[src/rtl/nibbler_pkg.sv]
// Shared types for the Nibbler control path: opcodes, sequencer states and ALU selects.
package nibbler_pkg;

  typedef enum logic [3:0] {
    OP_ADDI = 4'h0, OP_ADDM = 4'h1, OP_NORI = 4'h2, OP_NORM = 4'h3,
    OP_CMPI = 4'h4, OP_CMPM = 4'h5, OP_LIT  = 4'h6, OP_LD   = 4'h7,
    OP_ST   = 4'h8, OP_OUT  = 4'h9, OP_IN   = 4'hA, OP_JMP  = 4'hB,
    OP_JC   = 4'hC, OP_JNC  = 4'hD, OP_JZ   = 4'hE, OP_JNZ  = 4'hF
  } opcode_e;

  typedef enum logic [1:0] {
    FETCH      = 2'd0,
    FETCH_ADDR = 2'd1,
    EXEC       = 2'd2
  } state_e;

  typedef enum logic [1:0] {
    ALU_ADD  = 2'b00,
    ALU_NOR  = 2'b01,
    ALU_SUB  = 2'b10,
    ALU_PASS = 2'b11
  } alu_op_e;

  // Addressed instructions carry a second ROM byte with the low address bits.
  function automatic logic is_addressed(input opcode_e op);
    case (op)
      OP_ADDM, OP_NORM, OP_CMPM, OP_LD, OP_ST,
      OP_JMP, OP_JC, OP_JNC, OP_JZ, OP_JNZ: is_addressed = 1'b1;
      default:                              is_addressed = 1'b0;
    endcase
  endfunction

endpackage

[src/rtl/nibbler_flags.sv]
// Carry/zero flag register, loaded from the ALU status only when update is high.
module nibbler_flags (
  input  logic clk,
  input  logic reset,
  input  logic update,
  input  logic carry_in,
  input  logic zero_in,
  output logic carry,
  output logic zero
);

  logic carry_reg;
  logic zero_reg;

  always_ff @(posedge clk or posedge reset) begin
    if (reset) begin
      carry_reg <= 1'b0;
      zero_reg  <= 1'b0;
    end else if (update) begin
      carry_reg <= carry_in;
      zero_reg  <= zero_in;
    end
  end

  assign carry = carry_reg;
  assign zero  = zero_reg;

endmodule

[src/rtl/nibbler_control.sv]
// Nibbler instruction sequencer: fetches opcode/address bytes, holds IR and flags,
// and decodes the active-low datapath strobes during the execute cycle.
module nibbler_control
  import nibbler_pkg::*;
#(
  parameter int ADDR_W = 12
) (
  input  logic              clk,
  input  logic              reset,
  input  logic [7:0]        romData,
  input  logic              aluCarry,
  input  logic              aluZero,
  output logic              notIncPC,
  output logic              notLoadPC,
  output logic              notLoadA,
  output logic              notWriteRAM,
  output logic              notLoadOut,
  output logic              notOeIn,
  output logic [1:0]        aluOp,
  output logic              srcMem,
  output logic [3:0]        imm,
  output logic [ADDR_W-1:0] addr,
  output logic              carryFlag,
  output logic              zeroFlag
);

  state_e     state_reg;
  state_e     state_next;
  logic [7:0] ir_reg;
  logic [7:0] addr_lo_reg;
  opcode_e    op;
  alu_op_e    alu_op;
  logic       flag_update;

  assign op = opcode_e'(ir_reg[7:4]);

  always_ff @(posedge clk or posedge reset) begin
    if (reset) begin
      state_reg   <= FETCH;
      ir_reg      <= 8'h00;
      addr_lo_reg <= 8'h00;
    end else begin
      state_reg <= state_next;
      if (state_reg == FETCH)      ir_reg      <= romData;
      if (state_reg == FETCH_ADDR) addr_lo_reg <= romData;
    end
  end

  // Reset forces every strobe inactive combinationally so a write cut off
  // mid-execute cannot land on the next edge.
  always_comb begin
    state_next  = state_reg;
    notIncPC    = 1'b1;
    notLoadPC   = 1'b1;
    notLoadA    = 1'b1;
    notWriteRAM = 1'b1;
    notLoadOut  = 1'b1;
    notOeIn     = 1'b1;
    alu_op      = ALU_PASS;
    srcMem      = 1'b0;
    flag_update = 1'b0;
    case (state_reg)
      FETCH: begin
        notIncPC   = reset;
        state_next = is_addressed(opcode_e'(romData[7:4])) ? FETCH_ADDR : EXEC;
      end
      FETCH_ADDR: begin
        notIncPC   = reset;
        state_next = EXEC;
      end
      EXEC: begin
        state_next = FETCH;
        if (!reset) begin
          case (op)
            OP_ADDI: begin alu_op = ALU_ADD; notLoadA = 1'b0; flag_update = 1'b1; end
            OP_ADDM: begin alu_op = ALU_ADD; notLoadA = 1'b0; flag_update = 1'b1; srcMem = 1'b1; end
            OP_NORI: begin alu_op = ALU_NOR; notLoadA = 1'b0; flag_update = 1'b1; end
            OP_NORM: begin alu_op = ALU_NOR; notLoadA = 1'b0; flag_update = 1'b1; srcMem = 1'b1; end
            OP_CMPI: begin alu_op = ALU_SUB; flag_update = 1'b1; end
            OP_CMPM: begin alu_op = ALU_SUB; flag_update = 1'b1; srcMem = 1'b1; end
            OP_LIT:  notLoadA = 1'b0;
            OP_LD:   begin notLoadA = 1'b0; srcMem = 1'b1; end
            OP_ST:   notWriteRAM = 1'b0;
            OP_OUT:  notLoadOut = 1'b0;
            OP_IN:   begin notLoadA = 1'b0; notOeIn = 1'b0; end
            OP_JMP:  notLoadPC = 1'b0;
            OP_JC:   notLoadPC = ~carryFlag;
            OP_JNC:  notLoadPC = carryFlag;
            OP_JZ:   notLoadPC = ~zeroFlag;
            OP_JNZ:  notLoadPC = zeroFlag;
            default: notLoadPC = 1'b1;
          endcase
        end
      end
      default: state_next = FETCH;
    endcase
  end

  nibbler_flags u_flags (
    .clk      (clk),
    .reset    (reset),
    .update   (flag_update),
    .carry_in (aluCarry),
    .zero_in  (aluZero),
    .carry    (carryFlag),
    .zero     (zeroFlag)
  );

  assign aluOp = alu_op;
  assign imm   = ir_reg[3:0];
  assign addr  = ADDR_W'({ir_reg[3:0], addr_lo_reg});

endmodule
[config.mk]
export PLATFORM = sky130hd
export DESIGN_NAME = nibbler_control
export DESIGN_NICKNAME = d
export VERILOG_FILES = /design/src/rtl/nibbler_pkg.sv /design/src/rtl/nibbler_flags.sv /design/src/rtl/nibbler_control.sv
export SDC_FILE = /design/constraint.sdc
export NUM_CORES = 1
export LEC_CHECK = 0
export BUFFER_PORTS_ARGS = -buffer_cell sky130_fd_sc_hd__buf_4
export CAP_MARGIN = 20
export CORE_UTILIZATION = 45
export CTS_CLUSTER_SIZE = 28
export DETAILED_ROUTE_END_ITERATION = 7
export GPL_ROUTABILITY_DRIVEN = 1
export PLACE_DENSITY = 0.86
export SLEW_MARGIN = 10
export SYNTH_ARGS = -nofsm -noshare
export SYNTH_HDL_FRONTEND = slang
export SYNTH_HIERARCHICAL = 1
export SYNTH_SLANG_ARGS = --single-unit
[constraint.sdc]
create_clock -name clk -period 1.6 [get_ports clk]
set_input_delay 0.16 -clock clk [delete_from_list [all_inputs] [get_ports clk]]
set_output_delay 0.16 -clock clk [all_outputs]
set_load 0.005 [all_outputs]
==> results of run 1 <==
## where the power goes
part	switching, mW	leakage, nW	internal, mW	total [mW]
Sequential	0.218	0.237	0.762	0.980
Clock	0.149	0.0210	0.139	0.287
Combinational	0.500	0.433	0.789	1.29
Total	0.866	0.691	1.69	2.56
## routing by layer
metal	track usage, %	vias to the layer above
met5	0	-
met4	5.88	0
met3	4.36	0
met2	39.6	36
met1	23.7	414
li1	-	401
## critical path, stage by stage (launching register included)
cell	delay, ns
dfrtp_2	0.48
nand2b_1	0.19
or3_1	0.31
buf_4	0.14
## stage by stage
step                      power, mW  utilization (%)
after floorplan                1.63                -
after global placement         2.05             63.2
after detailed placement       2.11             63.2
after CTS                      2.52             67.9
after global routing           2.74             68.9
final                          2.56             68.9
## repair_timing
| action | 4_1_cts | 5_1_grt |
|---|---|---|
| endpoints found under the hold margin | 20 | 0 |
| endpoints found under the setup margin | 2 | 8 |
| pin swaps | 2 | 3 |
| hold buffers | 1 | 0 |
| setup buffers | 6 | 1 |
| resized for setup | 4 | 5 |
## worst paths after layout
kind / from / to
min in group asynchronous: reset / u_flags/carry
setup / recovery: ir_reg[4] / notOeIn
max in group asynchronous: reset / ir_reg[7]
hold reg to reg: addr_lo_reg[5] / addr_lo_reg[5]
setup reg to reg: state_reg[0] / u_flags/carry
hold / removal: romData[0] / addr_lo_reg[0]
## cell families after synthesis
logic type,count (synthesis),share of synthesized area (%)
compound gates,7,4.77
xor+xnor,1,0.880
buf+inv,12,7.54
flops,20,50.3
mux,10,11.3
simple gates,47,25.3
## cells in the final DEF (no fill, tap or decap), types with 2 or more instances in the layout
cell	instances
buf_4	49
nand2_1	26
dfrtp_1	16
mux2_2	10
nand2b_1	6
dfrtp_2	4
clkbuf_4	3
nor2b_1	2
a21oi_1	2
inv_1	2
## final cells by class
cell class,count,area share [%]
inverters,2,0.539
repair buffers,50,27.1
clock buffers,4,2.60
flip-flops and latches,20,36.3
well taps,27,2.42
multi-input cells,65,31.1
==> metrics.yaml, run 1 <==
drt-met1-wl_um: 926
synth.area.top_cells: "dfrtp_1, mux2_2, nand2_1"
reg2reg_depth: 4
synth.most_common_cell: "nand2_1"
slew_headroom_pct: 54.0
die-area_um2: 2410
layout.nets: 154
synthCells: 97
antennaDiodeCount: 0
grt_pass1_wl_mm: 3.86
maxUsedRoutingLayer: "met3"
vias: 851
drc: 0
min_path_cells: 3
via_per_inst: 5.07
insertion_delay_ns: 0.30
drt_iter0_markers: 8
io_pins: 39
first_pass_iters: 4
fp.dieH_um: 49.0
p_per_area_nw_per_um2: 1830
ys_types: 27
synth-main-ff-cell: "dfrtp_1"
grt_usage_pct: 21.0
hpwl_mm: 1.62
hold_viol_final: 0
ff_latch_area_um2: 505
grt.overflow.total: 0
synth_fp_nets: 109
grt_max_degree: 19
cts_sinks: 20
synth-edff-count: 0
rsz0062_at_grt: "yes"
ant_nets: 0
tns_ns: 0
place_inst: 156
fin_area_um2: 1390
fp.dieW_um: 49.0
worstSetupPathType: "register to output pin"
routed_wl_mm: 2.26
synth-seq-cells: 20
drv_cap: 0
wl_met2_mm: 1.22
fmax_ghz: 0.634
wl_per_cell_um: 13.4
gp_congestion: 0.737
start_util_pct: 49.3
syn_area_per_cell_um2: 10.3
synth_top_cell_area_share_pct: 50.3
synth_seq_area_share_pct: 50.3
cts_buffer_depth: 2
critPathCaptureType: "output pin"
root_buffer: "clkbuf_4"
worst_ep_arrival_time_ns: 1.42
layout.cells.non_filler: 168
worst-r2r-setup-slack_ns: 0.14
irDropWorstVdd_mv: 1.28
antenna_found_initial: 0
crit_fanout: 8
p_leak_nw: 0.691
setup_viol: 0
numCtsBuffers: 3
multi_input_area_um2: 433
grt_pass1_vias: 865
n_fill_cell: 156
synth_top_area_cell: "dfrtp_1"
fin_ws_ns: 0.0225
async_flop_share_pct: 100
synthToLayoutAreaGrowth_pct: 40.0
htreeDepth: 1
portBuffers: 38
min_path_type: "input port to register"
cp_data_required_time_ns: 1.44
drive_gt1_share_pct: 53.9
clk_pin_slew_ns: 0.11
synth_area_um2: 996
pre_cts_slack_ns: 0.104
cts_tree: "yes"
dpl-instance-area_um2: 1280
final_max_slew_viol_count: 0
min_period_ns: 1.58
post-route-period-util_pct: 98.6
finalClockSkew_ns: 0.00158
core_um2: 2020
synth_warnings: 6
ys_top_cells_by_count: "nand2_1, dfrtp_1, mux2_2"
hold_ws_ns: 0.0616
num_rows: 16
wl_met3_um: 110
outcome: "complete, no violations"
tightest_slew_ns: 0.689
worstSetupStartpointType: "register"
Note: power is estimated with default switching activity, not from simulation.
==> run 2: changes to the inputs <==
--- a/config.mk
+++ b/config.mk
@@ -7,11 +7,11 @@
 export LEC_CHECK = 0
 export BUFFER_PORTS_ARGS = -buffer_cell sky130_fd_sc_hd__buf_4
 export CAP_MARGIN = 20
-export CORE_UTILIZATION = 45
+export CORE_UTILIZATION = 47
 export CTS_CLUSTER_SIZE = 28
 export DETAILED_ROUTE_END_ITERATION = 7
 export GPL_ROUTABILITY_DRIVEN = 1
-export PLACE_DENSITY = 0.86
+export PLACE_DENSITY = 0.89
 export SLEW_MARGIN = 10
 export SYNTH_ARGS = -nofsm -noshare
 export SYNTH_HDL_FRONTEND = slang
==> constraint.sdc (replaced) <==
create_clock -name clk -period 1.5 [get_ports clk]
set_input_delay 0.15 -clock clk [delete_from_list [all_inputs] [get_ports clk]]
set_output_delay 0.15 -clock clk [all_outputs]
set_load 0.005 [all_outputs]
==> metrics.yaml, run 2 (synthesis results as in run 1) <==
cts_tree: "yes"
fin_area_um2: 1460
path_cells: "buf_6 > nand4bb_4 > or3_1 > buf_6"
irDropWorstVdd_mv: 1.24
cts_sinks: 20
htreeDepth: 1
reg2reg_depth: 5
hp-start: "romData[0]"
hold_viol_final: 0
critPathCaptureType: "output pin"
antenna_found_initial: 0
critPathTopFamily: "simple AND/OR/NAND/NOR gates"
clk_pin_slew_ns: 0.11
wl_met3_um: 100
core_um2: 1980
hpwl_mm: 1.52
wl_per_cell_um: 12.9
min_path_type: "input port to register"
final_common_cell: "buf_4"
ff_latch_area_um2: 504
worst-r2r-setup-slack_ns: -0.07
layout.cells.non_filler: 171
worstSetupStartpointType: "register"
drv_cap: 0
violations: "setup timing"
cpPeakStageDelay_ns: 0.41
numCtsBuffers: 3
p_leak_nw: 0.718
fp.dieW_um: 48.0
pre_cts_slack_ns: 0.0572
multi_input_area_um2: 458
portBuffers: 38
wl_met2_mm: 1.14
drt_iter0_markers: 9
num_rows: 16
insertion_delay_ns: 0.30
drive_gt1_share_pct: 54.9
maxUsedRoutingLayer: "met4"
grt_max_degree: 19
first_pass_iters: 3
worstSetupPathType: "register to output pin"
min_path_cells: 3
r2r_end: "u_flags/carry"
layout.nets: 157
crit_fanout: 2
grt.overflow.total: 0
final_cell_mix: "buf_4, nand2_1, dfrtp_1, mux2_2, nand2b_1"
setup_viol: 10
routed_wl_mm: 2.20
die-area_um2: 2310
crit_buf_inv: 2
fin_ws_ns: -0.114
worst_ep_arrival_time_ns: 1.46
ant_nets: 0
outcome: "finished with violations"
grt_usage_pct: 20.9
drc: 0
gp_congestion: 0.731
fp.dieH_um: 48.0
drt-met1-wl_um: 959
place_inst: 157
slew_headroom_pct: 53.5
hold_end: "addr_lo_reg[0]"
root_buffer: "clkbuf_4"
vias: 840
final_max_slew_viol_count: 0
min_period_ns: 1.61
p_per_area_nw_per_um2: 1940
dpl-instance-area_um2: 1280
cts_buffer_depth: 2
via_per_inst: 4.91
synthToLayoutAreaGrowth_pct: 46.1
fmax_ghz: 0.620
grt_pass1_vias: 765
rsz0062_at_grt: "yes"
start_util_pct: 50.3
cpMostUsedCell: "buf_6"
finalClockSkew_ns: 0.00263
grt_pass1_wl_mm: 3.35
antennaDiodeCount: 0
tightest_slew_ns: 0.697
n_fill_cell: 154
total_power_mw: 2.83
post-route-period-util_pct: 108
worst_path_max_delay_cell: "dfrtp_1"
cp_data_required_time_ns: 1.35
io_pins: 39
reg2reg_from: "state_reg[0]"
[run 2: cell count changes in the layout (fill, tap and decap cells not counted)]
| cell | before | now |
|---|---|---|
| nand4bb_1 | 1 | 0 |
| nor3b_2 | 1 | 0 |
| dfrtp_1 | 16 | 17 |
| buf_6 | 0 | 4 |
| nor3_2 | 0 | 1 |
| nor3_1 | 1 | 0 |
| nand4bb_4 | 0 | 1 |
| and2_4 | 0 | 1 |
| and2_2 | 1 | 0 |
| buf_4 | 49 | 48 |
| a21oi_1 | 2 | 3 |
| a21oi_2 | 1 | 0 |
| dfrtp_2 | 4 | 3 |
| nor3b_4 | 0 | 1 |
[run 2: how the worst max path moves through the flow]
stage / to / cells after the start / startpoint / slack (ns)
after floorplan: u_flags/carry / 4 / state_reg[1] / 0.09
after global placement: u_flags/zero / 4 / state_reg[0] / 0.11
after detailed placement: u_flags/zero / 4 / state_reg[0] / 0.06
after CTS: srcMem / 5 / state_reg[0] / -0.13
after global routing: notWriteRAM / 5 / state_reg[0] / -0.20
final: notOeIn / 4 / state_reg[0] / -0.11
[run 2: area by class of cell]
type,instances,share of cell area [%]
inverters,2,0.516
clock buffers,4,2.49
multi-input cells,65,31.5
well taps,27,2.32
repair buffers,53,28.5
flip-flops and latches,20,34.7
[run 2: routing by layer]
layer	global-route usage, %	up-vias
met5	0	-
met4	6.67	0
met3	2.64	2
met2	36.8	29
met1	26.7	398
li1	-	411
[run 2: per-stage QoR]
stage                     hold slack [ns]  TNS (ns)  utilization, %
final                              0.0457    -0.747            73.4
after global routing               0.0456     -1.59            73.4
after CTS                          0.0308    -0.784            71.4
after detailed placement           0.0466         0            64.8
after global placement             0.0423         0            64.8
after floorplan                    -0.109         0               -
[run 2: repair_timing]
item | in CTS | in global routing
endpoints found under the setup margin | 6 | 10
buffers inserted | 9 | 0
resized for setup | 9 | 6
hold buffers | 1 | 0
pin swaps | 4 | 6
hold endpoints to repair | 20 | 0
[run 2: power breakdown]
group,total (mW),switching [mW],internal [mW]
registers,1.05,0.238,0.810
clock network,0.308,0.161,0.148
logic,1.47,0.548,0.920
total,2.83,0.947,1.88
[run 2: worst min-delay path, cell delays in order]
cell     delay, ns
buf_4         0.08
nand2_1       0.04
nand2_1       0.04
